`src/rtl/regfile_write_arbiter_pkg.sv`:
```
// ----------------------------------------------------------------------------
// regfile_write_arbiter_pkg
//   Shared definitions for the register-file write-port arbiter.
//   - RF_ARB_MAX_WAIT : default number of cycles B may lose before it is forced
//   - RF_ARB_REQ_A/B  : requester encodings used to select the winning slot
//   - slot_state_e    : holding-slot state codes (EMPTY / FULL)
//   - sat_inc16       : saturating 16-bit increment for the optional statistics
// ----------------------------------------------------------------------------
package regfile_write_arbiter_pkg;

   localparam int   RF_ARB_MAX_WAIT = 4;

   localparam logic RF_ARB_REQ_A    = 1'b0;
   localparam logic RF_ARB_REQ_B    = 1'b1;

   typedef enum logic {
      SLOT_EMPTY = 1'b0,
      SLOT_FULL  = 1'b1
   } slot_state_e;

   function automatic logic [15:0] sat_inc16(input logic [15:0] value);
      return (value == 16'hFFFF) ? value : value + 16'd1;
   endfunction

endpackage

```
`src/rtl/regfile_write_arbiter_slot.sv`:
```
// ----------------------------------------------------------------------------
// regfile_write_arbiter_slot  (the rf_arb_slot holding slot)
//   One-entry holding register for a single write producer.
//   Handshake: a write is taken on a clock edge where valid && ready. ready is
//   high while the slot is EMPTY, or while it is FULL and being granted this
//   cycle, so a producer can stream one write per cycle behind its own grants.
//   Ports:
//     clk, rst          clock, synchronous active-high reset
//     valid/dest/data   producer request
//     ready             slot can accept this cycle (combinational)
//     grant             arbiter is draining this slot this cycle
//     state             slot FSM state (EMPTY / FULL)
//     slot_dest/data    held write
// ----------------------------------------------------------------------------
module regfile_write_arbiter_slot
   import regfile_write_arbiter_pkg::*;
#(
   parameter int DATA_W = 32,
   parameter int ADDR_W = 5
) (
   input  logic              clk,
   input  logic              rst,
   input  logic              valid,
   input  logic [ADDR_W-1:0] dest,
   input  logic [DATA_W-1:0] data,
   output logic              ready,
   input  logic              grant,
   output slot_state_e       state,
   output logic [ADDR_W-1:0] slot_dest,
   output logic [DATA_W-1:0] slot_data
);

   assign ready = (state == SLOT_EMPTY) || grant;

   always_ff @(posedge clk) begin
      if (rst) begin
         state     <= SLOT_EMPTY;
         slot_dest <= '0;
         slot_data <= '0;
      end else begin
         case (state)
            SLOT_EMPTY: begin
               if (valid) begin
                  state     <= SLOT_FULL;
                  slot_dest <= dest;
                  slot_data <= data;
               end
            end
            SLOT_FULL: begin
               if (grant) begin
                  // A refill in the same cycle as the drain keeps the slot FULL.
                  if (valid) begin
                     slot_dest <= dest;
                     slot_data <= data;
                  end else begin
                     state <= SLOT_EMPTY;
                  end
               end
            end
            default: state <= SLOT_EMPTY;
         endcase
      end
   end

endmodule

```
`src/rtl/regfile_write_arbiter.sv`:
```
// ----------------------------------------------------------------------------
// regfile_write_arbiter
//   Shares the single register-file write port between producer A (pipeline
//   writeback, primary) and producer B (multi-cycle unit). Each producer owns a
//   one-entry holding slot. A wins by default; B is forced through after it has
//   lost MAX_WAIT consecutive cycles while full (aging, disabled if MAX_WAIT=0).
//   Ports:
//     clk, rst                      clock, synchronous active-high reset
//     a_valid/a_dest/a_data/a_ready producer A request + ready
//     b_valid/b_dest/b_data/b_ready producer B request + ready
//     rf_writeEn/rf_dest/rf_writeVal registered write port to the regfile
//     q_src1/q_src2                 hazard query addresses
//     q_hit1/q_hit2                 a write to that address is still pending
//   Optional (RF_ARB_STATS_EN defined):
//     stat_grant_a, stat_grant_b    saturating grant counters
//     stat_conflict                 saturating count of cycles both slots FULL
// ----------------------------------------------------------------------------
module regfile_write_arbiter
   import regfile_write_arbiter_pkg::*;
#(
   parameter int DATA_W   = 32,
   parameter int ADDR_W   = 5,
   parameter int MAX_WAIT = RF_ARB_MAX_WAIT,
   parameter int CNT_W    = 3
) (
   input  logic              clk,
   input  logic              rst,
   input  logic              a_valid,
   input  logic [ADDR_W-1:0] a_dest,
   input  logic [DATA_W-1:0] a_data,
   output logic              a_ready,
   input  logic              b_valid,
   input  logic [ADDR_W-1:0] b_dest,
   input  logic [DATA_W-1:0] b_data,
   output logic              b_ready,
   output logic              rf_writeEn,
   output logic [ADDR_W-1:0] rf_dest,
   output logic [DATA_W-1:0] rf_writeVal,
   input  logic [ADDR_W-1:0] q_src1,
   input  logic [ADDR_W-1:0] q_src2,
   output logic              q_hit1,
   output logic              q_hit2
`ifdef RF_ARB_STATS_EN
   ,
   output logic [15:0]       stat_grant_a,
   output logic [15:0]       stat_grant_b,
   output logic [15:0]       stat_conflict
`endif
);

   localparam logic [CNT_W-1:0] WAIT_LIMIT = CNT_W'(MAX_WAIT);
   localparam logic             AGING_EN   = (MAX_WAIT != 0);

   slot_state_e       a_state, b_state;
   logic [ADDR_W-1:0] a_slot_dest, b_slot_dest;
   logic [DATA_W-1:0] a_slot_data, b_slot_data;
   logic              a_full, b_full;
   logic              grant_a, grant_b;
   logic              win_req;
   logic [ADDR_W-1:0] win_dest;
   logic [DATA_W-1:0] win_data;
   logic [CNT_W-1:0]  wait_b;

   // ---------------------------------------------------------------- slots
   regfile_write_arbiter_slot #(
      .DATA_W (DATA_W),
      .ADDR_W (ADDR_W)
   ) u_slot_a (
      .clk       (clk),
      .rst       (rst),
      .valid     (a_valid),
      .dest      (a_dest),
      .data      (a_data),
      .ready     (a_ready),
      .grant     (grant_a),
      .state     (a_state),
      .slot_dest (a_slot_dest),
      .slot_data (a_slot_data)
   );

   regfile_write_arbiter_slot #(
      .DATA_W (DATA_W),
      .ADDR_W (ADDR_W)
   ) u_slot_b (
      .clk       (clk),
      .rst       (rst),
      .valid     (b_valid),
      .dest      (b_dest),
      .data      (b_data),
      .ready     (b_ready),
      .grant     (grant_b),
      .state     (b_state),
      .slot_dest (b_slot_dest),
      .slot_data (b_slot_data)
   );

   assign a_full = (a_state == SLOT_FULL);
   assign b_full = (b_state == SLOT_FULL);

   // ---------------------------------------------------------------- grant
   // B only wins when A has nothing, or when B has aged out. One grant max.
   always_comb begin
      grant_b = b_full && (!a_full || (AGING_EN && (wait_b == WAIT_LIMIT)));
      grant_a = a_full && !grant_b;
   end

   always_comb begin
      win_req  = grant_b ? RF_ARB_REQ_B : RF_ARB_REQ_A;
      win_dest = (win_req == RF_ARB_REQ_B) ? b_slot_dest : a_slot_dest;
      win_data = (win_req == RF_ARB_REQ_B) ? b_slot_data : a_slot_data;
   end

   // ---------------------------------------------------------------- aging
   always_ff @(posedge clk) begin
      if (rst) begin
         wait_b <= '0;
      end else if (!b_full || grant_b) begin
         wait_b <= '0;
      end else if (wait_b != WAIT_LIMIT) begin
         wait_b <= wait_b + 1'b1;
      end
   end

   // ---------------------------------------------------------------- output
   // A write to r0 still consumes its grant but never raises the enable.
   always_ff @(posedge clk) begin
      if (rst) begin
         rf_writeEn  <= 1'b0;
         rf_dest     <= '0;
         rf_writeVal <= '0;
      end else if (grant_a || grant_b) begin
         rf_writeEn  <= (win_dest != '0);
         rf_dest     <= win_dest;
         rf_writeVal <= win_data;
      end else begin
         rf_writeEn  <= 1'b0;
      end
   end

   // ---------------------------------------------------------------- query
   function automatic logic pending(
      input logic [ADDR_W-1:0] src,
      input logic              af,
      input logic [ADDR_W-1:0] ad,
      input logic              bf,
      input logic [ADDR_W-1:0] bd,
      input logic              oe,
      input logic [ADDR_W-1:0] od
   );
      return (src != '0) &&
             ((af && (ad == src)) || (bf && (bd == src)) || (oe && (od == src)));
   endfunction

   assign q_hit1 = pending(q_src1, a_full, a_slot_dest, b_full, b_slot_dest,
                           rf_writeEn, rf_dest);
   assign q_hit2 = pending(q_src2, a_full, a_slot_dest, b_full, b_slot_dest,
                           rf_writeEn, rf_dest);

   // ---------------------------------------------------------------- stats
`ifdef RF_ARB_STATS_EN
   always_ff @(posedge clk) begin
      if (rst) begin
         stat_grant_a  <= '0;
         stat_grant_b  <= '0;
         stat_conflict <= '0;
      end else begin
         if (grant_a)          stat_grant_a  <= sat_inc16(stat_grant_a);
         if (grant_b)          stat_grant_b  <= sat_inc16(stat_grant_b);
         if (a_full && b_full) stat_conflict <= sat_inc16(stat_conflict);
      end
   end
`endif

endmodule

```
`config.mk`:
```
export PLATFORM = sky130hd
export DESIGN_NAME = regfile_write_arbiter
export DESIGN_NICKNAME = d
export VERILOG_FILES = /design/src/rtl/regfile_write_arbiter_pkg.sv /design/src/rtl/regfile_write_arbiter_slot.sv /design/src/rtl/regfile_write_arbiter.sv
export SDC_FILE = /design/constraint.sdc
export NUM_CORES = 1
export LEC_CHECK = 0
export BUFFER_PORTS_ARGS = -buffer_cell sky130_fd_sc_hd__buf_2
export CAP_MARGIN = 20
export CORE_MARGIN = 4
export CORE_UTILIZATION = 30
export CTS_BUF_LIST = sky130_fd_sc_hd__clkbuf_4 sky130_fd_sc_hd__clkbuf_8
export CTS_CLUSTER_DIAMETER = 60
export DETAILED_ROUTE_END_ITERATION = 16
export GPL_TIMING_DRIVEN = 0
export SLEW_MARGIN = 25
export SYNTH_ARGS = -nofsm -noshare
export SYNTH_HDL_FRONTEND = slang
export SYNTH_SLANG_ARGS = --single-unit
```
`constraint.sdc`:
```
create_clock -name clk -period 3 [get_ports clk]
set_input_delay 0.3 -clock clk [delete_from_list [all_inputs] [get_ports clk]]
set_output_delay 0.3 -clock clk [all_outputs]
set_load 0.02 [all_outputs]
```
[Yosys cells after proc, flatten, opt, wreduce, memory -nomap -nowiden]
Index checks and enable logic that the tools add are counted.
Storage, ports and cells
  word-level logic and storage cells: 72
  bits in latches: 0
  memories kept: 0
  register bits: 117
  RAM bits: 0
  ROM bits: 0
Cells by class
  equality and inequality tests: 10
  shift operators: 0
  reduce and logical (&&, ||, !) cells: 27
  div/mod/pow operators: 0
  mux-type cells: 21
  bitwise gates (word level): 3
  $lt $le $gt $ge: 0
  add/sub/neg operators: 1
  $mul: 0
Operator list (number)
  $mux W32: 5
  $pmux W32 S2: 2
  $eq A5 B5 Y1: 6
  $mux W5: 5
  $pmux W5 S2: 2
  $reduce_bool A5 Y1: 3
  $logic_and A1 B1 Y1: 10
  $logic_or A1 B1 Y1: 9
  $mux W1: 5
  $ne A2 B2 Y1 const B: 2
  $pmux W1 S2: 2
  $reduce_or A2 Y1: 2
  $add A3 B1 Y3 const B: 1
  $eq A3 B3 Y1 const B: 1
  $logic_not A1 Y1: 3
  $ne A3 B3 Y1 const B: 1
  $not A1 Y1: 3

[Logic depth before layout (Yosys ltp)]
Gate-level depths: netlist (run 1).
  depth in word-level cells: 8
  depth in mapped cells: 8
  depth with buffers taken out: 6

[By module]
A second synthesis (run 1) with hierarchy kept.
Second synthesis, totals
  cell total of the unflattened synthesis: 577
  area total of the unflattened synthesis: 5439.0 um2
Modules (own cells, without submodules)
  regfile_write_arbiter_slot: times used 2, seq. area each 760.7 um2, area an instance 1629.1 um2, cells each 172
  regfile_write_arbiter: times used 1, seq. area each 820.8 um2, area an instance 2180.8 um2, cells each 233

[Worst setup path after synthesis (run 1)]
Ideal clock, no wire load.
  path kind: reg-to-reg
  start: register wait_b[0]
  end: register u_slot_a.slot_data[0]
  setup time: 134 ps
  setup slack: 1306 ps
  clock period less this slack: 1694 ps
  arrival: 1560 ps
  cell stages (with the launch flop): 9
  required time: 2866 ps
  path through: dfxtp_1 inv_1 ha_1 nand4_1 and2_1 buf_4 buf_2 nand2_1 a21oi_1
Between the ends
  longest elaborated chain between the ends: 6
RTL lines
  start, declared: line regfile_write_arbiter.sv:62  | logic [CNT_W-1:0] wait_b;
  start signal, assigned: line regfile_write_arbiter.sv:120  | wait_b <= wait_b + 1'b1;
  $eq A3 B3 Y1: line regfile_write_arbiter.sv:103  | grant_b = b_full && (!a_full || (AGING_EN && (wait_b == WAIT_LIMIT)));
  $logic_or A1 B1 Y1: line regfile_write_arbiter.sv:103
  $logic_and A1 B1 Y1: line regfile_write_arbiter.sv:103
  $logic_not A1 Y1: line regfile_write_arbiter.sv:104  | grant_a = a_full && !grant_b;
  $logic_and A1 B1 Y1: line regfile_write_arbiter.sv:104
  $ne A2 B2 Y1 (no source line)
  end signal, assigned: line regfile_write_arbiter_slot.sv:46  | slot_data <= data;
  end signal, assigned: line regfile_write_arbiter_slot.sv:54  | slot_data <= data;
  end, declared: line regfile_write_arbiter_slot.sv:30  | output logic [DATA_W-1:0] slot_data
No other way between the ends.
A chain may end at the register's enable or synchronous reset.

[Final worst setup path (run 1)]
  start: register u_slot_a.slot_dest[2]
  end: output port q_hit1
Between the ends
  longest elaborated chain between the ends: 5
RTL lines
  start, declared: line regfile_write_arbiter_slot.sv:29  | output logic [ADDR_W-1:0] slot_dest,
  start signal, assigned: line regfile_write_arbiter_slot.sv:45  | slot_dest <= dest;
  start signal, assigned: line regfile_write_arbiter_slot.sv:53  | slot_dest <= dest;
  $eq A5 B5 Y1: line regfile_write_arbiter.sv:151  | ((af && (ad == src)) || (bf && (bd == src)) || (oe && (od == src)));
  $logic_and A1 B1 Y1: line regfile_write_arbiter.sv:151
  $logic_or A1 B1 Y1 (2 in series): line regfile_write_arbiter.sv:151
  $logic_and A1 B1 Y1: line regfile_write_arbiter.sv:150  | return (src != '0) &&
  end, declared: line regfile_write_arbiter.sv:41  | output logic q_hit1,
No other way between the ends.

==> flow_summary.html, run 1 <==
<table>
<tr><th>Metric</th><th>Value</th></tr>
<tr><th colspan="2">Synthesis</th></tr>
<tr><td>Cell count after synthesis</td><td>562</td></tr>
<tr><td>Sequential cell area fraction in the yosys report</td><td>48.5%</td></tr>
<tr><td>Average cell area after synthesis</td><td>about 8.6 µm²</td></tr>
<tr><td>Number of warnings issued by yosys</td><td>0</td></tr>
<tr><td>Cell Area, Synth</td><td>4830 µm²</td></tr>
<tr><td>Synthesized net count</td><td>around 650</td></tr>
<tr><td>Count of different cell masters after synthesis</td><td>35</td></tr>
<tr><td>Synthesized flop and latch total</td><td>117</td></tr>
<tr><th colspan="2">STA</th></tr>
<tr><td>Worst Clk Skew</td><td>12.8 ps</td></tr>
<tr><td>Summed negative setup slack over all endpoints</td><td>0 ps</td></tr>
<tr><td>Unrepaired setup endpoints after global routing</td><td>no</td></tr>
<tr><td>Number of max-slew violations in the final report</td><td>0</td></tr>
<tr><td>Relative slew margins</td><td>53.2%</td></tr>
<tr><td>Final hold viol count</td><td>0</td></tr>
<tr><td>Final cycle utilization of the critical path</td><td>between 60 and 70%</td></tr>
<tr><td>Actual slew at the worst max-slew pin</td><td>701 ps</td></tr>
<tr><td>Highest attainable clock frequency</td><td>483 MHz</td></tr>
<tr><td>Time the worst path needs with I/O delays and setup</td><td>between 2000 and 2500 ps</td></tr>
<tr><td>Worst hold margin</td><td>96.0 ps</td></tr>
<tr><td>Final setup violating endpoints</td><td>0</td></tr>
<tr><th colspan="2">Die</th></tr>
<tr><td>Overall die height</td><td>135 µm</td></tr>
<tr><td>Cell row count</td><td>46</td></tr>
<tr><td>Die width</td><td>135 µm</td></tr>
<tr><td>Initial core utilization</td><td>30.5%</td></tr>
<tr><td>Area of the die</td><td>between 15,000 and 20,000 µm²</td></tr>
<tr><td>Core area</td><td>between 15,000 and 20,000 µm²</td></tr>
<tr><td># IOs</td><td>130</td></tr>
<tr><th colspan="2">Clock network</th></tr>
<tr><td>Count of H-tree levels built during CTS</td><td>4</td></tr>
<tr><td>Library cell used as clock root buffer</td><td>clkbuf_8</td></tr>
<tr><td>TritonCTS Buffers</td><td>17</td></tr>
<tr><td>TritonCTS clock tree</td><td>built</td></tr>
<tr><td>Hold Buf Count CTS</td><td>0</td></tr>
<tr><td>CTS sink cnt</td><td>~120</td></tr>
<tr><td>Cts repair resizes</td><td>0</td></tr>
<tr><td>Insertion delay of the later-clocked pin in the worst-skew pair</td><td>440 ps</td></tr>
<tr><td>Number of buffers inserted to repair setup after CTS</td><td>0</td></tr>
<tr><td>Clock-pin transition on the worst setup and hold timing paths</td><td>about 80 ps</td></tr>
<tr><td>Number of buffers on the longest clock path</td><td>2</td></tr>
<tr><th colspan="2">Pwr</th></tr>
<tr><td>Cell Pwr Density</td><td>591 nW/µm²</td></tr>
<tr><td>Peak ir drop on the vdd network</td><td>0.400 mV</td></tr>
<tr><td>PnR Total Power</td><td>3.65 mW</td></tr>
<tr><td>Pleak</td><td>2.83 nW</td></tr>
<tr><th colspan="2">Critical path</th></tr>
<tr><td>Crit-path max FO</td><td>5</td></tr>
<tr><td>Critical path endpoint category</td><td>output pin</td></tr>
<tr><td>R2r endpoint</td><td>u_slot_b.slot_data[27]</td></tr>
<tr><td>Worst R2R Start</td><td>wait_b[0]</td></tr>
<tr><td>Depth of the worst register-to-register path</td><td>7</td></tr>
<tr><td>Crit path required time</td><td>2700 ps</td></tr>
<tr><td>Worst reg-to-reg setup slack</td><td>1060 ps</td></tr>
<tr><td>Crit path arrival time</td><td>between 1500 and 2000 ps</td></tr>
<tr><td>Crit Path Category</td><td>reg -&gt; out</td></tr>
<tr><td>Startpoint type of the worst setup path</td><td>register</td></tr>
<tr><th colspan="2">Placement</th></tr>
<tr><td>Global placement routability congestion</td><td>0.803</td></tr>
<tr><td>HPWL Detailed</td><td>10,100 µm</td></tr>
<tr><td>Number of buffers added on ports</td><td>128</td></tr>
<tr><th colspan="2">Global route</th></tr>
<tr><td>Number of antenna violations at the first check in global routing</td><td>3</td></tr>
<tr><td>Overall routing resource usage</td><td>15.4%</td></tr>
<tr><td>Congestion Overflow GR</td><td>0</td></tr>
<tr><td>Via count of the first global-routing pass</td><td>roughly 4.1k</td></tr>
<tr><td>Pin count of the biggest net entering global routing</td><td>17</td></tr>
<tr><td>Global-route wire length before repair</td><td>21,600 µm</td></tr>
<tr><th colspan="2">Cells and area</th></tr>
<tr><td>Number of nets in the layout</td><td>799</td></tr>
<tr><td>Fraction of final layout cells with drive strength greater than 1</td><td>28.2%</td></tr>
<tr><td>Total of fill cells in the finished design</td><td>1,705</td></tr>
<tr><td>Core utilization of the finished layout</td><td>39.0%</td></tr>
<tr><td>Layout overhead on the synthesized area</td><td>27.9%</td></tr>
<tr><th colspan="2">Detailed routing</th></tr>
<tr><td>Remaining antenna violation count after routing</td><td>0</td></tr>
<tr><td>Number of design rule violations left after detail routing</td><td>0</td></tr>
<tr><td>Routed via count</td><td>between 4k and 5k</td></tr>
<tr><td>Via/cell ratio</td><td>around 4.5</td></tr>
<tr><td>Routed wire length</td><td>14,000 µm</td></tr>
<tr><td>Detailed-router iteration count before antenna repair</td><td>5</td></tr>
<tr><td>Average wire per cell in the routed design</td><td>14.9 µm</td></tr>
<tr><td>DR iter-0 viols</td><td>169</td></tr>
<tr><th colspan="2">Run status</th></tr>
<tr><td>Run status</td><td>finished clean</td></tr>
<tr><th colspan="2">Worst hold path</th></tr>
<tr><td>Worst min-delay path endpoint</td><td>u_slot_b.slot_data[18]</td></tr>
<tr><td>Worst hold path cell count</td><td>3</td></tr>
<tr><td>Worst Hold Launch</td><td>b_data[18]</td></tr>
<tr><td>Class of the tightest hold or removal check</td><td>in -&gt; reg</td></tr>
<tr><th colspan="2">Run</th></tr>
<tr><td>Max capacitance violation total</td><td>0</td></tr>
</table>
==> where the power goes <==
part	internal, mW	switching, mW
logic	0.172	0.244
clock network	0.912	0.635
registers	1.63	0.0536
==> final cells by class <==
cell class,count,area (µm²),share of cell area (%)
repair buffers,128,641,10.4
multi-input cells,407,2250,36.4
clock inverters,6,88.8,1.44
flip-flops and latches,117,2340,37.9
plain buffers,34,223,3.61
well taps,216,270,4.38
diodes,1,2.50,0.0405
inverters,4,15.0,0.243
clock buffers,25,344,5.57
==> state kept, by name, summed over array words and instances, names as in the netlist <==
| name | flops |
|---|---|
| rf_writeVal | 32 |
| u_slot_a.slot_data | 32 |
| u_slot_b.slot_data | 32 |
| rf_dest | 5 |
| u_slot_a.slot_dest | 5 |
| u_slot_b.slot_dest | 5 |
| wait_b | 3 |
| rf_writeEn | 1 |
| u_slot_a.state | 1 |
| u_slot_b.state | 1 |
==> metal layers <==
layer / up-vias / global-route usage [%] / part of all wire [%]
met2: 104 / 24.6 / 46
met5: - / 0 / 0.24
met3: 19 / 5.92 / 6.7
met4: 6 / 4.02 / 1.0
met1: 1899 / 19.7 / 46
li1: 2169 / - / -
==> placed cells by master, fill, tap and decap left out, drive strengths merged, types with 4 or more instances in the layout <==
| cell | netlist | layout |
|---|---|---|
| a21oi | 78 | 78 |
| or4 | 4 | 4 |
| nor4 | 6 | 6 |
| buf | 23 | 151 |
| o21ai | 39 | 39 |
| nor2 | 6 | 6 |
| mux2i | 37 | 37 |
| xor2 | 26 | 26 |
| xnor2 | 4 | 4 |
| nand2 | 188 | 188 |
| inv | 4 | 4 |
| clkbuf | 11 | 36 |
| nor3 | 4 | 4 |
| dfxtp | 117 | 117 |
==> cell families (layout without fill, tap and decap cells) <==
family / count (synthesis) / after routing / share of synthesized area, %
simple gates: 214 / 214 / 18.1
compound gates: 124 / 124 / 14.9
flops: 117 / 117 / 48.5
buf+inv: 38 / 197 / 4.92
mux: 37 / 37 / 7.67
xor+xnor: 30 / 30 / 5.44
fa+ha+maj: 2 / 2 / 0.518
other cells: 0 / 1 / 0
==> synthesized netlist by cell type, drive strengths merged <==
library cell / n / area (µm²)
a211oi: 1 / 12.5
o21bai: 1 / 7.51
dfxtp: 117 / 2340
and2: 1 / 6.26
nand3b: 1 / 7.51
o21ai: 39 / 206
nor3: 4 / 30.0
mux2i: 37 / 370
nor4: 6 / 37.5
nand3: 2 / 10.0
nor2: 6 / 22.5
nor3b: 1 / 7.51
inv: 4 / 15.0
ha: 2 / 25.0
xnor2: 4 / 35.0
xor2: 26 / 228
nand4: 1 / 6.26
buf: 23 / 181
a32oi: 2 / 17.5
clkbuf: 11 / 41.3
or4: 4 / 30.0
a21bo: 1 / 16.3
a21boi: 2 / 18.8
a21oi: 78 / 439
nand2: 188 / 716
==> how the worst max path moves through the flow <==
stage	slack, ps	endpoint	from	cells past startpoint
finish	930	q_hit1	u_slot_a.slot_dest[2]	5
global route	760	q_hit2	u_slot_a.slot_dest[0]	5
CTS	890	q_hit2	rf_dest[3]	5
global placement	1140	u_slot_b.slot_data[27]	wait_b[0]	7
detailed placement	1050	u_slot_b.slot_data[13]	wait_b[0]	7
floorplan	1310	u_slot_a.slot_data[0]	wait_b[0]	8
==> critical path: stages (launching register included) <==
cell,delay (ps)
dfxtp_1,370
xor2_1,180
nor4_1,290
a32oi_1,150
a21oi_1,160
buf_2,190
==> through the flow <==
| step | worst slack [ps] | cell area (µm²) | instances |
|---|---|---|---|
| 6_report | 928 | 6180 | 938 |
| 5_1_grt | 762 | 6170 | 937 |
| 4_1_cts | 890 | 6170 | 937 |
| 3_5_place_dp | 1050 | 5740 | 906 |
| 3_3_place_gp | 1140 | 5740 | 906 |
| 2_1_floorplan | 1310 | 4830 | 562 |
(Power assumes the default switching activity.)
==> run 2: changes to the inputs <==
- clock period: 3 -> 1.8 ns (I/O delays scaled with it)
==> run 2 against run 1 <==
The run now ends with negative setup slack left. Clock power grew 66%. Power grew 71%. Die area is the same. Design area grew 15%. Cell count grew 9.0%. Critical path depth is the same. Hold slack gained 180 ps. Combinational power grew 110%. Worst setup slack lost 1000 ps. Core utilization grew 5.7 points. Critical path type unchanged. Largest cell class unchanged. Largest power group unchanged.
==> flow_summary.html, run 2 (synthesized netlist as in run 1, its figures left out) <==
<table>
<tr><th>Metric</th><th>Value</th></tr>
<tr><th colspan="2">Run</th></tr>
<tr><td>Max capacitance violation total</td><td>0 (unchanged)</td></tr>
<tr><th colspan="2">STA</th></tr>
<tr><td>Time the worst path needs with I/O delays and setup</td><td>1900 ps</td></tr>
<tr><td>Worst Clk Skew</td><td>11.3 ps (-1.53 ps)</td></tr>
<tr><td>Final worst-path setup slack</td><td>-102 ps (-1030 ps)</td></tr>
<tr><td>Actual slew at the worst max-slew pin</td><td>692 ps (-9.67 ps)</td></tr>
<tr><td>Final setup violating endpoints</td><td>2 (+2)</td></tr>
<tr><td>Unrepaired setup endpoints after global routing</td><td>yes</td></tr>
<tr><td>Final hold viol count</td><td>0 (unchanged)</td></tr>
<tr><td>Final cycle utilization of the critical path</td><td>106%</td></tr>
<tr><td>Number of max-slew violations in the final report</td><td>0 (unchanged)</td></tr>
<tr><td>Highest attainable clock frequency</td><td>526 MHz</td></tr>
<tr><td>Relative slew margins</td><td>53.9% (+0.64 points)</td></tr>
<tr><th colspan="2">Pwr</th></tr>
<tr><td>Cell Pwr Density</td><td>882 nW/µm² (+49%)</td></tr>
<tr><td>Pleak</td><td>3.20 nW (+13%)</td></tr>
<tr><td>PnR Total Power</td><td>6.24 mW (+71%)</td></tr>
<tr><td>Peak ir drop on the vdd network</td><td>0.677 mV (+69%)</td></tr>
<tr><th colspan="2">Clock network</th></tr>
<tr><td>Number of buffers on the longest clock path</td><td>2 (unchanged)</td></tr>
<tr><td>Count of H-tree levels built during CTS</td><td>4 (unchanged)</td></tr>
<tr><td>Clock-pin transition on the worst setup and hold timing paths</td><td>70 ps (about the same)</td></tr>
<tr><td>TritonCTS clock tree</td><td>built</td></tr>
<tr><td>TritonCTS Buffers</td><td>17 (unchanged)</td></tr>
<tr><td>Insertion delay of the later-clocked pin in the worst-skew pair</td><td>440 ps (about the same)</td></tr>
<tr><td>CTS sink cnt</td><td>117 (unchanged)</td></tr>
<tr><td>Library cell used as clock root buffer</td><td>clkbuf_8</td></tr>
<tr><th colspan="2">Critical path</th></tr>
<tr><td>Critical path endpoint category</td><td>output pin</td></tr>
<tr><td>Beginning of the critical path</td><td>u_slot_b.slot_dest[1]</td></tr>
<tr><td>Crit path required time</td><td>1620 ps (-1080 ps)</td></tr>
<tr><td>Startpoint type of the worst setup path</td><td>register</td></tr>
<tr><td>Crit Path Category</td><td>reg -&gt; out</td></tr>
<tr><td>Worst R2R Start</td><td>wait_b[0]</td></tr>
<tr><td>Crit-path max FO</td><td>5 (unchanged)</td></tr>
<tr><td>Crit path arrival time</td><td>1720 ps (-50 ps)</td></tr>
<tr><th colspan="2">Die</th></tr>
<tr><td>Die width</td><td>135 µm (unchanged)</td></tr>
<tr><td>Initial core utilization</td><td>30.5% (unchanged)</td></tr>
<tr><td>Overall die height</td><td>135 µm (unchanged)</td></tr>
<tr><td># IOs</td><td>130 (unchanged)</td></tr>
<tr><td>Core area</td><td>15,800 µm² (unchanged)</td></tr>
<tr><td>Cell row count</td><td>46 (unchanged)</td></tr>
<tr><td>Area of the die</td><td>18,200 µm² (unchanged)</td></tr>
<tr><th colspan="2">Global route</th></tr>
<tr><td>Via count of the first global-routing pass</td><td>4,497 (+9.9%)</td></tr>
<tr><td>Global-route wire length before repair</td><td>23,400 µm (+8.1%)</td></tr>
<tr><td>Overall routing resource usage</td><td>16.5% (+1.1 points)</td></tr>
<tr><td>Number of antenna violations at the first check in global routing</td><td>1 (-2)</td></tr>
<tr><td>Pin count of the biggest net entering global routing</td><td>17 (unchanged)</td></tr>
<tr><td>Congestion Overflow GR</td><td>0 (unchanged)</td></tr>
<tr><th colspan="2">Worst hold path</th></tr>
<tr><td>Class of the tightest hold or removal check</td><td>in -&gt; reg</td></tr>
<tr><td>Worst Hold Launch</td><td>rst</td></tr>
<tr><th colspan="2">Detailed routing</th></tr>
<tr><td>Routed wire length</td><td>14,900 µm (+6.5%)</td></tr>
<tr><td>Via/cell ratio</td><td>4.47 (about the same)</td></tr>
<tr><td>Detailed-router iteration count before antenna repair</td><td>4 (-1)</td></tr>
<tr><td>Remaining antenna violation count after routing</td><td>0 (unchanged)</td></tr>
<tr><td>Routed via count</td><td>4,570 (+8.9%)</td></tr>
<tr><td>DR iter-0 viols</td><td>195 (+15%)</td></tr>
<tr><td>Average wire per cell in the routed design</td><td>14.6 µm (-2.3%)</td></tr>
<tr><td>Number of design rule violations left after detail routing</td><td>0 (unchanged)</td></tr>
<tr><th colspan="2">Run status</th></tr>
<tr><td>Run status</td><td>complete, but fails checks</td></tr>
<tr><td>Failing checks</td><td>negative setup slack</td></tr>
<tr><th colspan="2">Placement</th></tr>
<tr><td>Number of buffers added on ports</td><td>128 (unchanged)</td></tr>
<tr><td>Cell count after placement</td><td>906 (unchanged)</td></tr>
<tr><td>HPWL Detailed</td><td>10,100 µm (unchanged)</td></tr>
<tr><td>Global placement routability congestion</td><td>0.803 (unchanged)</td></tr>
<tr><th colspan="2">Cells and area</th></tr>
<tr><td>Largest registers</td><td>rf_writeVal x32, u_slot_a.slot_data x32, u_slot_b.slot_data x32</td></tr>
<tr><td>Most used cells in the layout excluding fill and tap cells</td><td>nand2_1 (185), buf_2 (136), dfxtp_1 (109), dlygate4sd3_1 (76), a21oi_1 (65)</td></tr>
<tr><td>Final instance count without filler cells</td><td>1,022 (+9.0%)</td></tr>
<tr><td>Layout overhead on the synthesized area</td><td>46.5%</td></tr>
<tr><td>Most common cell after layout, fill and taps aside</td><td>nand2_1</td></tr>
<tr><td>Number of nets in the layout</td><td>883 (+11%)</td></tr>
<tr><td>Fraction of final layout cells with drive strength greater than 1</td><td>28.0% (-0.21 points)</td></tr>
</table>
[run 2: changes by cell type in the layout (fill, tap and decap cells not counted), moves of 2 or more]
cell,change
buf_2,-6
buf_4,+14
dfxtp_1,-8
dfxtp_2,+5
dfxtp_4,+3
dlygate4sd3_1,+76
nor4_1,-2
nor4_2,+2
[run 2: what timing repair did]
action / 4_1_cts / 5_1_grt
gates cloned: 0 / 0
pin swaps: 10 / 3
hold buffers: 76 / 0
setup endpoints to repair: 33 / 37
resized for setup: 18 / 9
setup buffers: 7 / 1
endpoints found under the hold margin: 76 / 0
[run 2: final cells by class]
type | instances | area (µm²)
antenna | 1 | 2.50
inverter | 4 | 15.0
fill | 1617 | 8750
timing repair buffer | 212 | 1470
clock buffer | 25 | 344
sequential | 117 | 2360
tap | 216 | 270
multi-input combinational | 407 | 2290
clock inverter | 6 | 88.8
buffer | 34 | 234
[run 2: routing by layer]
metal	track usage [%]	vias to the layer above	part of all wire [%]
met5	0	-	0
li1	-	2340	-
met1	21.0	2121	46
met2	27.5	95	48
met4	4.02	0	0.91
met3	4.96	14	4.6
[run 2: power by group]
group | internal [mW] | switching, mW
Clock | 1.52 | 1.06
Combinational | 0.414 | 0.444
Sequential | 2.72 | 0.0886
Total | 4.65 | 1.59
[run 2: final timing paths]
kind	endpoint	slack (ps)	depth (start not counted)
worst max-delay path	q_hit2	-100	5
worst min-delay path	rf_dest[3]	280	4
worst max register to register	u_slot_a.slot_data[0]	90	8
worst min register to register	rf_writeVal[22]	440	2
[run 2: critical path: stages, from the launching register on]
cell and delay, ps:
dfxtp_1 370, xor2_1 180, nor4_1 310, a32oi_1 90
a21oi_1 180, buf_4 160
[run 2: through the flow]
stage	utilization [%]	worst slack (ps)	hold slack (ps)	TNS [ps]	instance area (µm²)
global route	44.7	-228	292	-400	7070
global placement	36.3	-56.6	422	-1190	5740
floorplan	-	106	297	0	4830
detailed placement	36.3	-149	426	-3620	5740
CTS	44.4	-131	263	-250	7030
finish	44.7	-102	276	-195	7070
